`src/rtl/mdu_issue_arb_if.sv`:
```
// Requester-side and MDU-side signals of the MDU issue arbiter.
// slave = arbiter view, master = requesters/MDU view.
interface mdu_issue_arb_if #(
   parameter int NUM_REQ = 2,
   parameter int DATA_W  = 32,
   parameter int TAG_W   = 4,
   parameter int OPC_W   = 3
);
   localparam int IDX_W = $clog2(NUM_REQ);

   logic [NUM_REQ-1:0]        req_i;
   logic [NUM_REQ-1:0]        rdy_o;
   logic [NUM_REQ*OPC_W-1:0]  opc_i;
   logic [NUM_REQ*DATA_W-1:0] src1_i;
   logic [NUM_REQ*DATA_W-1:0] src2_i;
   logic [NUM_REQ*TAG_W-1:0]  tag_i;

   logic                      mdu_req;
   logic                      mdu_rdy;
   logic [OPC_W-1:0]          mdu_opc;
   logic [DATA_W-1:0]         mdu_src1;
   logic [DATA_W-1:0]         mdu_src2;
   logic [TAG_W-1:0]          mdu_tag;
   logic [IDX_W-1:0]          gnt_idx;

   modport slave (
      input  req_i, opc_i, src1_i, src2_i, tag_i, mdu_rdy,
      output rdy_o, mdu_req, mdu_opc, mdu_src1, mdu_src2, mdu_tag, gnt_idx
   );

   modport master (
      output req_i, opc_i, src1_i, src2_i, tag_i, mdu_rdy,
      input  rdy_o, mdu_req, mdu_opc, mdu_src1, mdu_src2, mdu_tag, gnt_idx
   );
endinterface

```
`src/rtl/mdu_issue_arb.sv`:
```
// Round-robin arbiter + one-entry issue register feeding the shared MDU; 1-cycle grant-to-mdu_req latency.
// Backpressure: holds the op while mdu_rdy=0 and grants only when the register is empty or draining.
module mdu_issue_arb #(
   parameter int NUM_REQ = 2,
   parameter int DATA_W  = 32,
   parameter int TAG_W   = 4,
   parameter int OPC_W   = 3
) (
   input  logic                  clk,
   input  logic                  rst_n,
   input  logic                  flush,
   mdu_issue_arb_if.slave        bus
);
   localparam int IDX_W = $clog2(NUM_REQ);

   typedef struct packed {
      logic [OPC_W-1:0]  opc;
      logic [DATA_W-1:0] src1;
      logic [DATA_W-1:0] src2;
      logic [TAG_W-1:0]  tag;
   } op_t;

   op_t              req_op [NUM_REQ];
   op_t              op_q, op_d;
   logic             v_q, v_d;
   logic [IDX_W-1:0] rr_q, rr_d;
   logic [IDX_W-1:0] gnt_q, gnt_d;
   logic [IDX_W-1:0] win, cand;
   logic [IDX_W:0]   sum;
   logic             found, can_take, grant;
   logic [NUM_REQ-1:0] gnt_oh;

   for (genvar g = 0; g < NUM_REQ; g++) begin : g_unpack
      assign req_op[g] = {bus.opc_i[g*OPC_W +: OPC_W],
                          bus.src1_i[g*DATA_W +: DATA_W],
                          bus.src2_i[g*DATA_W +: DATA_W],
                          bus.tag_i[g*TAG_W +: TAG_W]};
   end

   // Scan rr_q, rr_q+1, ... modulo NUM_REQ; first active request wins.
   always_comb begin
      found = 1'b0;
      win   = '0;
      sum   = '0;
      cand  = '0;
      for (int i = 0; i < NUM_REQ; i++) begin
         sum = {1'b0, rr_q} + (IDX_W+1)'(i);
         if (sum >= (IDX_W+1)'(NUM_REQ)) begin
            sum = sum - (IDX_W+1)'(NUM_REQ);
         end
         cand = sum[IDX_W-1:0];
         if (!found && bus.req_i[cand]) begin
            found = 1'b1;
            win   = cand;
         end
      end
   end

   assign can_take = ~flush & (~v_q | (v_q & bus.mdu_rdy));
   assign grant    = can_take & found;

   always_comb begin
      gnt_oh = '0;
      v_d    = v_q;
      op_d   = op_q;
      rr_d   = rr_q;
      gnt_d  = gnt_q;
      if (grant && rst_n) begin
         gnt_oh[win] = 1'b1;
      end
      if (flush) begin
         v_d = 1'b0;
      end else if (grant) begin
         v_d   = 1'b1;
         op_d  = req_op[win];
         gnt_d = win;
         rr_d  = (win == IDX_W'(NUM_REQ-1)) ? '0 : win + IDX_W'(1);
      end else if (v_q && bus.mdu_rdy) begin
         v_d = 1'b0;
      end
   end

   always_ff @(posedge clk or negedge rst_n) begin
      if (!rst_n) begin
         v_q   <= 1'b0;
         op_q  <= '0;
         rr_q  <= '0;
         gnt_q <= '0;
      end else begin
         v_q   <= v_d;
         op_q  <= op_d;
         rr_q  <= rr_d;
         gnt_q <= gnt_d;
      end
   end

   assign bus.rdy_o    = gnt_oh;
   assign bus.mdu_req  = v_q;
   assign bus.mdu_opc  = op_q.opc;
   assign bus.mdu_src1 = op_q.src1;
   assign bus.mdu_src2 = op_q.src2;
   assign bus.mdu_tag  = op_q.tag;
   assign bus.gnt_idx  = gnt_q;
endmodule

```
`src/flat_wrapper.sv`:
```
// flat-port wrapper written by rule: the top's interface ports become plain ports
module mdu_issue_arb_flat 
#(
   parameter int NUM_REQ = 2,
   parameter int DATA_W  = 32,
   parameter int TAG_W   = 4,
   parameter int OPC_W   = 3
)
  (clk, rst_n, flush, bus_req_i, bus_opc_i, bus_src1_i, bus_src2_i, bus_tag_i, bus_mdu_rdy, bus_rdy_o, bus_mdu_req, bus_mdu_opc, bus_mdu_src1, bus_mdu_src2, bus_mdu_tag, bus_gnt_idx);
  mdu_issue_arb_if #(.NUM_REQ(NUM_REQ), .DATA_W(DATA_W), .TAG_W(TAG_W), .OPC_W(OPC_W)) bus_i ();
  input  logic clk;
  input  logic rst_n;
  input  logic flush;
  input wire logic [$bits(bus_i.req_i)-1:0] bus_req_i;
  input wire logic [$bits(bus_i.opc_i)-1:0] bus_opc_i;
  input wire logic [$bits(bus_i.src1_i)-1:0] bus_src1_i;
  input wire logic [$bits(bus_i.src2_i)-1:0] bus_src2_i;
  input wire logic [$bits(bus_i.tag_i)-1:0] bus_tag_i;
  input wire logic [$bits(bus_i.mdu_rdy)-1:0] bus_mdu_rdy;
  output wire logic [$bits(bus_i.rdy_o)-1:0] bus_rdy_o;
  output wire logic [$bits(bus_i.mdu_req)-1:0] bus_mdu_req;
  output wire logic [$bits(bus_i.mdu_opc)-1:0] bus_mdu_opc;
  output wire logic [$bits(bus_i.mdu_src1)-1:0] bus_mdu_src1;
  output wire logic [$bits(bus_i.mdu_src2)-1:0] bus_mdu_src2;
  output wire logic [$bits(bus_i.mdu_tag)-1:0] bus_mdu_tag;
  output wire logic [$bits(bus_i.gnt_idx)-1:0] bus_gnt_idx;
  assign bus_i.req_i = bus_req_i;
  assign bus_i.opc_i = bus_opc_i;
  assign bus_i.src1_i = bus_src1_i;
  assign bus_i.src2_i = bus_src2_i;
  assign bus_i.tag_i = bus_tag_i;
  assign bus_i.mdu_rdy = bus_mdu_rdy;
  assign bus_rdy_o = bus_i.rdy_o;
  assign bus_mdu_req = bus_i.mdu_req;
  assign bus_mdu_opc = bus_i.mdu_opc;
  assign bus_mdu_src1 = bus_i.mdu_src1;
  assign bus_mdu_src2 = bus_i.mdu_src2;
  assign bus_mdu_tag = bus_i.mdu_tag;
  assign bus_gnt_idx = bus_i.gnt_idx;
  mdu_issue_arb #(.NUM_REQ(NUM_REQ), .DATA_W(DATA_W), .TAG_W(TAG_W), .OPC_W(OPC_W)) u_core (.clk(clk), .rst_n(rst_n), .flush(flush), .bus(bus_i));
endmodule
```
`config.mk`:
```
export PLATFORM = sky130hd
export DESIGN_NAME = mdu_issue_arb_flat
export DESIGN_NICKNAME = d
export VERILOG_FILES = /design/src/rtl/mdu_issue_arb_if.sv /design/src/rtl/mdu_issue_arb.sv /design/src/flat_wrapper.sv
export SDC_FILE = /design/constraint.sdc
export NUM_CORES = 1
export LEC_CHECK = 0
export CAP_MARGIN = 20
export CELL_PAD_IN_SITES_DETAIL_PLACEMENT = 0
export CELL_PAD_IN_SITES_GLOBAL_PLACEMENT = 1
export CORE_AREA = 10 10 125 127
export DETAILED_ROUTE_END_ITERATION = 7
export DIE_AREA = 0 0 135 137
export PLACE_DENSITY_LB_ADDON = 0.12
export SYNTH_ARGS = -nofsm -noshare
export SYNTH_HDL_FRONTEND = slang
export SYNTH_SLANG_ARGS = --single-unit
```
`constraint.sdc`:
```
create_clock -name clk -period 2.33 [get_ports clk]
set_input_delay 0.5825 -clock clk [delete_from_list [all_inputs] [get_ports clk]]
set_output_delay 0.5825 -clock clk [all_outputs]
set_load 0.01 [all_outputs]
```
==> reports/results.md <==
| Result | Value |
| --- | --- |
| Result of the run | finished clean |
| Wirelength per Cell | 22.7 µm |
| Routed wire length on met3 | 1450 µm |
| Total global routing track utilization | 0.159 |
| Std-Cell Core Area | 13,100 µm² |
| Number of antenna violations at the first check in global routing | 0 |
| Met1 Wirelength | 6260 µm |
| Initial standard-cell utilization of the core | 0.274 |
| Final Max Slew Viols | 0 |
| Number of standard cells in the final layout excluding fillers | 655 |
| Timing-limited maximum frequency | 445 MHz |
| Arrival time of the worst setup path | 1670 ps |
| Most common cell in the netlist | sky130_fd_sc_hd__dfrtp_1 |
| Cell Area, Synth | 3580 µm² |
| Critical path startpoint category | primary input |
| Placed Cells incl. Taps | 638 |
| Number of sinks handled by clock tree synthesis | 74 |
| Worst Hold Class | in -> async |
| H-tree lvl count | 3 |
| Worst Skew | 4.40 ps |
| Final setup violating endpoints | 0 |
| Vias in the first global route | 3,778 |
| Worst slew margin relative to its limit | 0.408 |
| Clock Root Buffer | sky130_fd_sc_hd__clkbuf_16 |
| Warnings from Yosys | 0 |
| Static power due to leakage | 2.46 nW |
| Mapped Nets | 415 |
| Total clock buffers created by CTS | 9 |
| Min Tclk post-route | 2250 ps |
| Maximum fanout along the worst path | 3 |
| Detailed placer's ending HPWL | 10,000 µm |
| Count of antenna-violating nets left after detailed routing | 0 |
| Ant diodes | 0 |
| Chip height | 137 µm |
| Number of placement rows | 42 |
| Worst hold slack | 309 ps |
| Top cell type's share of synthesized area | 0.517 |
| Clock-pin slew reported for the worst setup and hold paths after clock tree synthesis | 60 ps |
| Global-route congestion overflow total | 0 |
| Maximum VDD drop | 0.327 mV |
| Number of synthesized register bits | 74 |
| Least-Margin Pin Slew | 888 ps |
| Setup TNS | 0 ps |
| Number of enable flip-flop cells after synthesis | 0 |
| Total of buffers placed on input and output ports | 222 |
| WS Path Type | in -> out |
| I/O Pins | 223 |
| Total detailed-routing wirelength | 14,900 µm |
| # DRC | 0 |
| Library cell with the largest summed area after synthesis | sky130_fd_sc_hd__dfrtp_1 |
| First-pass GRT wire length | 22,800 µm |
| Prevailing post-synth register cell | sky130_fd_sc_hd__dfrtp_1 |
| Required time reported for the critical path endpoint | 1750 ps |
| Average size of a mapped cell | 13.4 µm² |
| Clock latency on the worst-skew pair | 340 ps |
| Fraction of registers with async set or reset after synthesis | 1.00 |
| Final RePlAce weighted congestion | 0.774 |
| Cell-by-cell listing of the critical path | dlygate4sd2_1 > and2b_1 > nor4b_4 > and2_1 > clkdlybuf4s15_2 |
| Fill cell total of the finished layout | 1,175 |
| Final core area utilization | 0.478 |
| Number of optimization iterations in the first detailed-route pass | 4 |
| Area growth syn-to-layout | 74.6% |
| Final Cycle Share | 0.965 |
| Worst Setup End Kind | output pin |
| Clock tree from TritonCTS | yes |
| Maximum number of pins on one net before global-route repair | 74 |
| Die Span X | 135 µm |
| Length of routed met2 wiring | 6810 µm |
| Highest Signal Layer | met4 |
| Cell type of the slowest stage on the worst timing path | sky130_fd_sc_hd__dlygate4sd2_1 |
| Max capacitance violation total | 0 |
| Total via count in the routed design | 3,445 |
| Vias per inst | 5.26 |
| Portion of the post-synthesis area used by sequential elements | 0.517 |
| Initial DRC Count | 124 |
| Peak per-stage delay on the critical path | 260 ps |
| Instance count of the mapped netlist | 267 |
| Area of the die | 18,500 µm² |
| Top post-synthesis cells by count | sky130_fd_sc_hd__dfrtp_1 (74), sky130_fd_sc_hd__o31a_1 (71), sky130_fd_sc_hd__a221o_2 (60) |
| Fin area | 6250 µm² |
| Buffer depth of the longest clock path | 2 |
| Area after detailed placement | 5940 µm² |
| Final hold violation count | 0 |
| RSZ-0062 raised after global routing | false |
| Main area contributors after synthesis | sky130_fd_sc_hd__dfrtp_1 (52%), sky130_fd_sc_hd__a221o_2 (19%), sky130_fd_sc_hd__o31a_1 (17%), sky130_fd_sc_hd__a221o_1 (3.1%), sky130_fd_sc_hd__buf_6 (2.2%) |
| Fraction of final layout cells sized beyond drive strength 1 | 0.194 |
| Power density over the cells | 731 nW/µm² |
| Number of unique standard cell types used by synthesis | 17 |
| Number of nets in the layout | 622 |
[cell families (layout without fill, tap and decap cells)]
group,Yosys count,count (layout),share of synthesized area
AOI/OAI and AO/OA,145,145,0.405
DFF,74,74,0.517
buffers and inverters,39,251,0.0605
and+or+nand+nor,9,9,0.0171
[timing repair]
| item | 4_1_cts | 5_1_grt |
|---|---|---|
| setup endpoints to repair | 2 | 1 |
| buffers inserted | 1 | 0 |
| hold buffers | 0 | 0 |
| pin swaps | 3 | 1 |
| resized for setup | 10 | 0 |
[where the power goes]
| part | switching, mW | total (mW) | internal [mW] |
|---|---|---|---|
| Combinational | 0.552 | 1.50 | 0.949 |
| Clock | 0.534 | 1.42 | 0.887 |
| Sequential | 0.126 | 1.64 | 1.52 |
| Total | 1.21 | 4.57 | 3.36 |
[registers in the layout (all words and copies together), names as in the netlist]
| name | flops |
|---|---|
| u_core.bus.mdu_src2 | 32 |
| u_core.bus.mdu_opc | 3 |
| u_core.bus.gnt_idx | 1 |
| u_core.bus.mdu_src1 | 32 |
| u_core.bus.mdu_tag | 4 |
| u_core.bus.mdu_req | 1 |
| u_core.rr_q | 1 |
[final timing paths]
kind | startpoint | to | slack, ps | cells after the start
setup / recovery | bus_req_i[0] | bus_rdy_o[1] | 80 | 5
hold / removal | rst_n | u_core.bus.mdu_src1[18]$_DFFE_PN0P_ | 310 | 2
setup reg to reg | u_core.rr_q$_DFFE_PN0P_ | u_core.bus.mdu_src1[30]$_DFFE_PN0P_ | 200 | 5
hold reg to reg | u_core.bus.gnt_idx$_DFFE_PN0P_ | u_core.bus.gnt_idx$_DFFE_PN0P_ | 480 | 1
max in group asynchronous | rst_n | u_core.bus.mdu_src2[30]$_DFFE_PN0P_ | 1080 | 3
min in group clk | u_core.bus.gnt_idx$_DFFE_PN0P_ | u_core.bus.gnt_idx$_DFFE_PN0P_ | 480 | 1
[layout make-up]
cell class / count / area [µm²] / area share
inverters: 1 / 3.75 / 0.000601
repair buffers: 234 / 2340 / 0.375
clock buffers: 14 / 264 / 0.0422
well taps: 176 / 220 / 0.0352
flip-flops and latches: 74 / 1850 / 0.296
multi-input cells: 154 / 1530 / 0.245
clock inverters: 2 / 35.0 / 0.00561
[stage by stage]
stage | power [mW] | worst slack (ps)
floorplan | 2.28 | 135
global placement | 3.17 | -392
detailed placement | 3.19 | -432
CTS | 4.65 | 44.1
global route | 4.82 | 11.4
finish | 4.57 | 80.8
[per-layer routing]
metal / global-route usage / up-vias
met3: 0.0634 / 20
met2: 0.239 / 157
met5: 0 / -
met1: 0.198 / 1708
li1: - / 1560
met4: 0.0652 / 0
[critical path, delay by kind of cell]
kind / cells / cell delay (ps)
simple gates: 3 / 590
buf+inv: 2 / 480
[cells in the final DEF, fill, tap and decap left out, drive strengths merged]
cell type	Yosys	final
clkdlybuf4s15	0	2
a2111oi	1	1
dlygate4sd2	0	3
and2b	1	1
nor4b	1	1
buf	21	14
nor2b	1	1
a221o	71	71
nor2	2	2
o31a	71	71
nor3	1	1
a21o	2	2
bufinv	0	1
dfrtp	74	74
clkinv	0	1
and2	2	2
or3	1	1
clkdlybuf4s50	0	215
inv	1	1
clkbuf	17	14
Note: power is estimated with default switching activity, not from simulation.
